**config.mk**
```make
export PLATFORM = sky130hd
export DESIGN_NAME = cs_trim_sequencer
export DESIGN_NICKNAME = d
export VERILOG_FILES = /design/src/rtl/cs_trim_sequencer.sv
export SDC_FILE = /design/constraint.sdc
export NUM_CORES = 1
export LEC_CHECK = 0
export CORE_MARGIN = 2
export CORE_UTILIZATION = 23
export DETAILED_ROUTE_END_ITERATION = 8
export GPL_ROUTABILITY_DRIVEN = 0
export PLACE_DENSITY = 0.37
export SETUP_SLACK_MARGIN = 0.02
export SLEW_MARGIN = 10
export SYNTH_ARGS = -nofsm -noshare
export SYNTH_HDL_FRONTEND = slang
export SYNTH_SLANG_ARGS = --single-unit
```
**constraint.sdc**
```tcl
create_clock -name clk -period 2.7 [get_ports clk]
set_input_delay 0.405 -clock clk [delete_from_list [all_inputs] [get_ports clk]]
set_output_delay 0.405 -clock clk [all_outputs]
set_load 0.01 [all_outputs]
```
**src/rtl/cs_trim_sequencer.sv**
```systemverilog
// cs_trim_sequencer
// Successive-approximation trim of a current-source code. For each trial code
// the sequencer waits SETTLE_CYC cycles, counts oscillator edges over a window
// of total_count+1 cycles, then keeps or clears the trial bit (MSB first)
// depending on whether the measured count exceeds target_count.
//
// Optional feature: define CS_TRIM_TOL_EN to add the tol input. A trial whose
// count lands within +/-tol of the target ends the run early with early=1.
//
// Ports
//   clk           clock, all state updates on posedge
//   rst_n         asynchronous active-low reset
//   start         begin a trim run (accepted only in IDLE)
//   total_count   measurement window length minus one (cycles)
//   osc_edge      one-cycle pulse per oscillator edge, synchronous to clk
//   target_count  desired edge count per window
//   tol           (CS_TRIM_TOL_EN only) early-exit tolerance
//   trim_code     code driven to the current source
//   meas_count    edge count of the most recent completed window
//   busy          high while a run is in SETTLE/MEASURE/DECIDE
//   done          one-cycle completion pulse
//   early         run ended on a tolerance match
//
// state   | meaning
// IDLE    | waiting for start; outputs hold last result
// SETTLE  | SETTLE_CYC cycles for the current source to settle
// MEASURE | count osc_edge over total_count+1 cycles
// DECIDE  | keep/clear trial bit, pick next bit or finish
// DONE    | one-cycle done pulse, then back to IDLE

module cs_trim_sequencer #(
    parameter int CODE_W     = 6,
    parameter int CNT_W      = 12,
    parameter int SETTLE_CYC = 4
) (
    input  logic              clk,
    input  logic              rst_n,
    input  logic              start,
    input  logic [7:0]        total_count,
    input  logic              osc_edge,
    input  logic [CNT_W-1:0]  target_count,
`ifdef CS_TRIM_TOL_EN
    input  logic [3:0]        tol,
`endif
    output logic [CODE_W-1:0] trim_code,
    output logic [CNT_W-1:0]  meas_count,
    output logic              busy,
    output logic              done,
    output logic              early
);

    localparam int IDX_W = (CODE_W > 1) ? $clog2(CODE_W) : 1;

    typedef enum logic [2:0] {IDLE, SETTLE, MEASURE, DECIDE, DONE} state_t;

    state_t             state, state_nxt;
    logic [CODE_W-1:0]  code_nxt;
    logic [CNT_W-1:0]   meas_nxt;
    logic [IDX_W-1:0]   bit_idx, idx_nxt;
    logic [7:0]         settle_cnt, settle_nxt;
    logic [7:0]         win_cnt, win_nxt;
    logic [CNT_W-1:0]   acc, acc_nxt, acc_sum;
    logic               within_tol;

`ifdef CS_TRIM_TOL_EN
    logic               early_q, early_nxt;
    logic [CNT_W-1:0]   diff;

    assign diff       = (meas_count >= target_count) ? (meas_count - target_count)
                                                     : (target_count - meas_count);
    assign within_tol = (diff <= CNT_W'(tol));
    assign early      = early_q;
`else
    assign within_tol = 1'b0;
    assign early      = 1'b0;
`endif

    // Saturating edge accumulation: stays at all-ones instead of wrapping.
    assign acc_sum = (osc_edge && (acc != '1)) ? (acc + 1'b1) : acc;

    assign busy = (state == SETTLE) || (state == MEASURE) || (state == DECIDE);
    assign done = (state == DONE);

    always_comb begin
        state_nxt  = state;
        code_nxt   = trim_code;
        meas_nxt   = meas_count;
        idx_nxt    = bit_idx;
        settle_nxt = settle_cnt;
        win_nxt    = win_cnt;
        acc_nxt    = acc;
`ifdef CS_TRIM_TOL_EN
        early_nxt  = early_q;
`endif
        case (state)
            IDLE: begin
                if (start) begin
                    idx_nxt            = IDX_W'(CODE_W - 1);
                    code_nxt           = '0;
                    code_nxt[CODE_W-1] = 1'b1;
                    settle_nxt         = 8'(SETTLE_CYC - 1);
`ifdef CS_TRIM_TOL_EN
                    early_nxt          = 1'b0;
`endif
                    state_nxt          = SETTLE;
                end
            end
            SETTLE: begin
                if (settle_cnt == '0) begin
                    win_nxt   = total_count;
                    acc_nxt   = '0;
                    state_nxt = MEASURE;
                end else begin
                    settle_nxt = settle_cnt - 1'b1;
                end
            end
            MEASURE: begin
                // Last window cycle still counts its edge before the copy out.
                if (win_cnt == '0) begin
                    meas_nxt  = acc_sum;
                    state_nxt = DECIDE;
                end else begin
                    win_nxt = win_cnt - 1'b1;
                    acc_nxt = acc_sum;
                end
            end
            DECIDE: begin
                if (within_tol) begin
`ifdef CS_TRIM_TOL_EN
                    early_nxt = 1'b1;
`endif
                    state_nxt = DONE;
                end else begin
                    if (meas_count > target_count)
                        code_nxt[bit_idx] = 1'b0;
                    if (bit_idx == '0) begin
                        state_nxt = DONE;
                    end else begin
                        idx_nxt           = bit_idx - 1'b1;
                        code_nxt[idx_nxt] = 1'b1;
                        settle_nxt        = 8'(SETTLE_CYC - 1);
                        state_nxt         = SETTLE;
                    end
                end
            end
            DONE:    state_nxt = IDLE;
            default: state_nxt = IDLE;
        endcase
    end

    always_ff @(posedge clk or negedge rst_n) begin
        if (!rst_n) begin
            state      <= IDLE;
            trim_code  <= '0;
            meas_count <= '0;
            bit_idx    <= IDX_W'(CODE_W - 1);
            settle_cnt <= '0;
            win_cnt    <= '0;
            acc        <= '0;
`ifdef CS_TRIM_TOL_EN
            early_q    <= 1'b0;
`endif
        end else begin
            state      <= state_nxt;
            trim_code  <= code_nxt;
            meas_count <= meas_nxt;
            bit_idx    <= idx_nxt;
            settle_cnt <= settle_nxt;
            win_cnt    <= win_nxt;
            acc        <= acc_nxt;
`ifdef CS_TRIM_TOL_EN
            early_q    <= early_nxt;
`endif
        end
    end

endmodule

```
==> metrics.txt, run 1 <==
crit path launch type=flip-flop; Reg2Reg Setup Slack=roughly 0.46 ns; Final Hold Fails=0; Reg area=1300 um^2; DRC viols=0; Initial Util=23.8%; Mapped Nets=400; maxcap violations=0; Setup WS pre-CTS=0.239 ns; # diodes=0; Die Width=122 um; Post-layout nets=444; maximum vdd drop=0.248 mV; RSZ-0062 raised after global routing=no; CTS Buffer Depth=2; Max Slew Vio Count=0; min Tclk post-route=2.24 ns; setup_tns=0 ns; Mean Syn Cell Area=8.91 um^2; First-pass DRT Iterations=4; cell with the most instances after synthesis=dfrtp_1; mapped cell area=between 3000 and 4000 um^2; Area Growth Syn to Fin=24.6%; Reg clk slew, reported paths=0.07 ns; vias=2679; # setup viols final=0; crit share post-route=82.9%; Sw Share=38.0%; status=finished clean; Flop pwr share=40.9%; Final ANT Viol Nets=0; CTS tree=done; CP Class=reg -> reg; leading area contributor after synthesis=dfrtp_1; critical path fanouts, max=13; CTS Buf Count=5; #FFs+latches synth=52; Yosys top cell area share=39.4%; io pins=45; share of the yosys chip area belonging to registers=between 40% and 50%; CTS sink cnt=52; Primary FF master, synth=dfrtp_1; vias in the first global route=2542; Worst Hold Class=in -> async; fraction of layout cells with a size suffix above 1=8.23%; Core Util, Final=a little under 30%; worst r2r dst=acc[9]; Post-synth ARST share=100%; Vias per Instance=4.64; wire length of the first global-routing pass=13100 um; crit end category=flip-flop; Clk pwr share=a little over a fifth; grt ovf=0; # hold bufs at CTS=0; clock latency at the later pin of the worst-skew pair=~0.30 ns; FF-to-FF Start=win_cnt[5]; die height=between 100 and 150 um; Gates resized, CTS repair=0; Internal=1.82 mW; First DRT Iteration DRCs=106; Clock Skew=between 0.007 and 0.008 ns; H-Tree Depth=2; pwr dens=about 740 nW/um^2; Psw=1.11 mW; initial antenna violation count=0; cells taking the most area after synthesis=dfrtp_1 39%, ha_1 7.5%, a21oi_1 4.1%, o21ai_0 3.9%, nand2_1 3.7%; Mapped Cells=about 360; drt wl/cell=13.4 um; CP required=2.90 ns; Post-synth EDFFs=0; Worst EP arrival=2.44 ns; WL final=about 7700 um; Yosys cell types=57; combined area of the multi-input logic cells=1700 um^2; core area=13300 um^2; fill count=1453; worst r2r path cells=5; DP Wirelength=a little under 6000 um; max_slew headroom=between 30% and 40%; total track usage=between 10 and 15%; synth cell count leaders=50 x dfrtp_1, 31 x nand2_1, 26 x a21oi_1, 25 x nor2_1, 25 x o21ai_0; combinational power share=37.8%; synth warn=0; Setup Fix Bufs, Post-CTS=0; Setup WS post-layout=0.461 ns; root buffer cell=clkbuf_16; number of port buffers=43; fmax=447 MHz; Die ar.=14800 um^2; LEAKAGE=1.64 nW; worst-margin pin slew=1.02 ns; pin count of the biggest net entering global routing=25; Core Rows=42
-- final cells by class --
type | instances | area share (%)
multi-input combinational | 263 | 42.8
clock buffer | 6 | 3.25
inverter | 24 | 2.27
timing repair buffer | 55 | 13.0
sequential | 52 | 32.9
clock inverter | 1 | 0.126
tap | 176 | 5.56
-- metal layers --
layer	track usage, %	vias to the layer above	routed length [um]
met2	16.9	51	3440
met1	15.7	1242	3850
met4	3.88	0	116
li1	-	1380	-
met3	2.34	6	341
met5	0	-	0
-- worst max path at each step --
stage | from | end | slack [ns] | depth (start not counted)
after global routing | win_cnt[5] | acc[6] | 0.08 | 5
after global placement | target_count[10] | trim_code[3] | 0.30 | 7
final | win_cnt[5] | acc[9] | 0.46 | 5
after detailed placement | target_count[10] | trim_code[0] | 0.24 | 7
after floorplan | bit_idx[0] | trim_code[0] | 0.65 | 7
after CTS | win_cnt[5] | acc[9] | 0.38 | 5
-- power by group through the flow --
stage | clock (mW) | sequential [mW] | combinational [mW]
2_1_floorplan | 0 | 1.13 | 0.857
3_3_place_gp | 0 | 1.22 | 1.12
3_5_place_dp | 0 | 1.22 | 1.12
4_1_cts | 0.653 | 1.20 | 1.13
5_1_grt | 0.694 | 1.24 | 1.27
6_report | 0.622 | 1.20 | 1.11
-- logic make-up after synthesis --
group / Yosys count / synth area share [%]
simple gates: 121 / 19.8
compound gates: 106 / 21.4
flops: 52 / 41.0
buf+inv: 42 / 5.63
fa+ha+maj: 19 / 7.48
xor+xnor: 13 / 3.58
mux: 3 / 0.984
other cells: 1 / 0.118
-- worst max-delay path, stage by stage (launching register included) --
cell	delay [ns]
dfrtp_1	0.43
nor3_1	0.35
a31oi_1	0.22
a21oi_1	0.82
o21ai_0	0.22
o31ai_1	0.11
-- layout by cell type (no fill, tap or decap), drive strengths merged, types with 5 or more instances in the layout --
cell type,instances
nand4,8
a21oi,26
nand2,32
nor2,25
clkbuf,6
o21ai,31
ha,19
xor2,9
o31ai,5
nor3,10
nand3,17
buf,13
a31oi,9
a41oi,7
clkdlybuf4s50,42
dfrtp,50
inv,24
-- metrics by stage --
stage | hold WS (ns) | area, um^2 | power (mW) | instances
6_report | 0.0460 | 3960 | 2.93 | 577
2_1_floorplan | 0.109 | 3180 | 1.98 | 357
4_1_cts | 0.0709 | 3960 | 2.98 | 577
3_5_place_dp | 0.392 | 3830 | 2.34 | 570
3_3_place_gp | 0.378 | 3830 | 2.33 | 570
5_1_grt | 0.0752 | 3960 | 3.21 | 577
-- registers in the layout, indices dropped and copies added (netlist names) --
signal,flops
acc,12
meas_count,12
settle_cnt,8
win_cnt,8
trim_code,6
bit_idx,3
state,3
Power figures use the tool's default switching activity.
==> run 2, diff against run 1 <==
==> constraint.sdc (replaced) <==
create_clock -name clk -period 2.3 [get_ports clk]
set_input_delay 0.345 -clock clk [delete_from_list [all_inputs] [get_ports clk]]
set_output_delay 0.345 -clock clk [all_outputs]
set_load 0.01 [all_outputs]
==> run 2 against run 1 <==
Against the previous run:
- non-clock buffer count increased by 6
- largest cell class unchanged
- first-iteration DRC count increased by 31%
- critical endpoint is now win_cnt[0]
- via count increased by 2.4%
- largest power group is now combinational cells
- critical path depth increased by 2
- die area unchanged
- core utilization increased by 0.46 points
- sequential power increased by 13%
- global-route usage about the same
- design area increased by 1.5%
- routed wire length decreased by 0.31%
- clock power increased by 18%
==> metrics.txt, run 2 (synthesis gave the netlist of run 1 again) <==
status=finished clean; vias in the first global route=2558; crit-path max cell delay=0.43 ns; Worst EP arrival=approximately 2.3 ns; Post-layout nets=between 400 and 500; most common cell after layout, fill and taps aside=dfrtp_1; vias=between 2000 and 3000; Reg area=1300 um^2; CTS tree=done; max_slew headroom=60.1%; Core Util, Final=30.1%; Setup Fix Bufs, Post-CTS=0; Reg clk slew, reported paths=0.07 ns; min Tclk post-route=2.07 ns; wire length of the first global-routing pass=13100 um; Worst Hold Class=in -> async; Hold Slack=0.0387 ns; critical path fanouts, max=9; WL final=7720 um; Final Hold Fails=0; crit end category=flip-flop; Vias per Instance=4.70; crit path launch type=flip-flop; root buffer cell=clkbuf_16; Gates resized, CTS repair=0; fmax=between 400 and 500 MHz; First-pass DRT Iterations=5; most frequent cells in the layout=50 x dfrtp_1, 42 x clkdlybuf4s50_1, 31 x nand2_1; number of port buffers=43; WP buf/inv=2; io pins=45; Die ar.=14800 um^2; drt wl/cell=13.2 um; DP Wirelength=~5600 um; setup_tns=0 ns; LEAKAGE=1.68 nW; RSZ-0062 raised after global routing=no; combined area of the multi-input logic cells=1700 um^2; crit share post-route=about nine tenths; pwr dens=875 nW/um^2; CTS sink cnt=52; die height=between 100 and 150 um; fill count=1440; Core Rows=42; Max Slew Vio Count=0; CP required=2.51 ns; Die Width=122 um; CP top delay family=compound AO/OA/AOI/OAI gates; maxcap violations=0; fraction of layout cells with a size suffix above 1=roughly a tenth; total track usage=11.1%; maximum vdd drop=~0.36 mV; # setup viols final=0; Area Growth Syn to Fin=26.5%; Clock Skew=0.00583 ns; grt ovf=0; CP Class=reg -> reg; # hold bufs at CTS=0; Final ANT Viol Nets=0; core area=13300 um^2; CTS Buf Count=5; clock latency at the later pin of the worst-skew pair=0.29 ns; First DRT Iteration DRCs=between 100 and 150; CTS Buffer Depth=2; Initial Util=around a quarter; # diodes=0; worst-margin pin slew=0.599 ns; Tot Pwr=3.52 mW; CP max-delay cell=or3b_1; Top Registers=acc: 12 flops, meas_count: 12 flops; DRC viols=0; H-Tree Depth=2; cells along the critical path=or3b_1, a31oi_1, buf_4, a21o_1, buf_4, nand3_1, o211ai_1; most frequent CP cell=buf_4; initial antenna violation count=0; pin count of the biggest net entering global routing=53
run 2: changes by cell type in the layout (fill, tap and decap cells not counted), sizes merged:
cell	previous run	this run
buf	13	19
run 2: final cells by class:
class,count,share of cell area (%)
Timing Repair Buffer,61,14.3
Clock buffer,6,3.20
Multi-Input combinational cell,263,42.3
Tap cell,176,5.48
Clock inverter,1,0.124
Inverter,24,2.24
Sequential cell,52,32.4
run 2: metrics by stage:
step | std cells | cell area [um^2] | setup WS (ns)
detailed placement | 576 | 3880 | -0.00154
CTS | 583 | 4020 | 0.0780
global placement | 576 | 3880 | 0.0433
global route | 583 | 4020 | 0.0683
floorplan | 357 | 3180 | 0.248
finish | 583 | 4020 | 0.234
run 2: worst paths after layout:
check | start | endpoint | slack (ns) | cells after the start
setup reg to reg | state[2] | win_cnt[0] | 0.23 | 7
max in group asynchronous | rst_n | bit_idx[0] | 1.97 | 2
hold / removal | rst_n | settle_cnt[0] | 0.04 | 2
hold reg to reg | settle_cnt[0] | settle_cnt[0] | 0.50 | 1
setup / recovery | state[2] | win_cnt[0] | 0.23 | 7
min in group clk | settle_cnt[0] | settle_cnt[0] | 0.50 | 1
run 2: per-layer routing:
metal  part of all wire, %  global-route usage (%)  vias up  wire [um]
li1                      -                       -     1398          -
met1                    50                    16.1     1269       3900
met2                    43                    16.9       68       3350
met3                   4.7                    2.20        8        365
met4                   1.3                    3.23        0        104
met5                     0                       0        -          0
run 2: power by group:
| group | internal, mW | total, mW | leakage (nW) | switching, mW |
|---|---|---|---|---|
| registers | 1.14 | 1.36 | 0.617 | 0.223 |
| logic | 0.654 | 1.42 | 0.992 | 0.767 |
| clock network | 0.397 | 0.733 | 0.0667 | 0.336 |
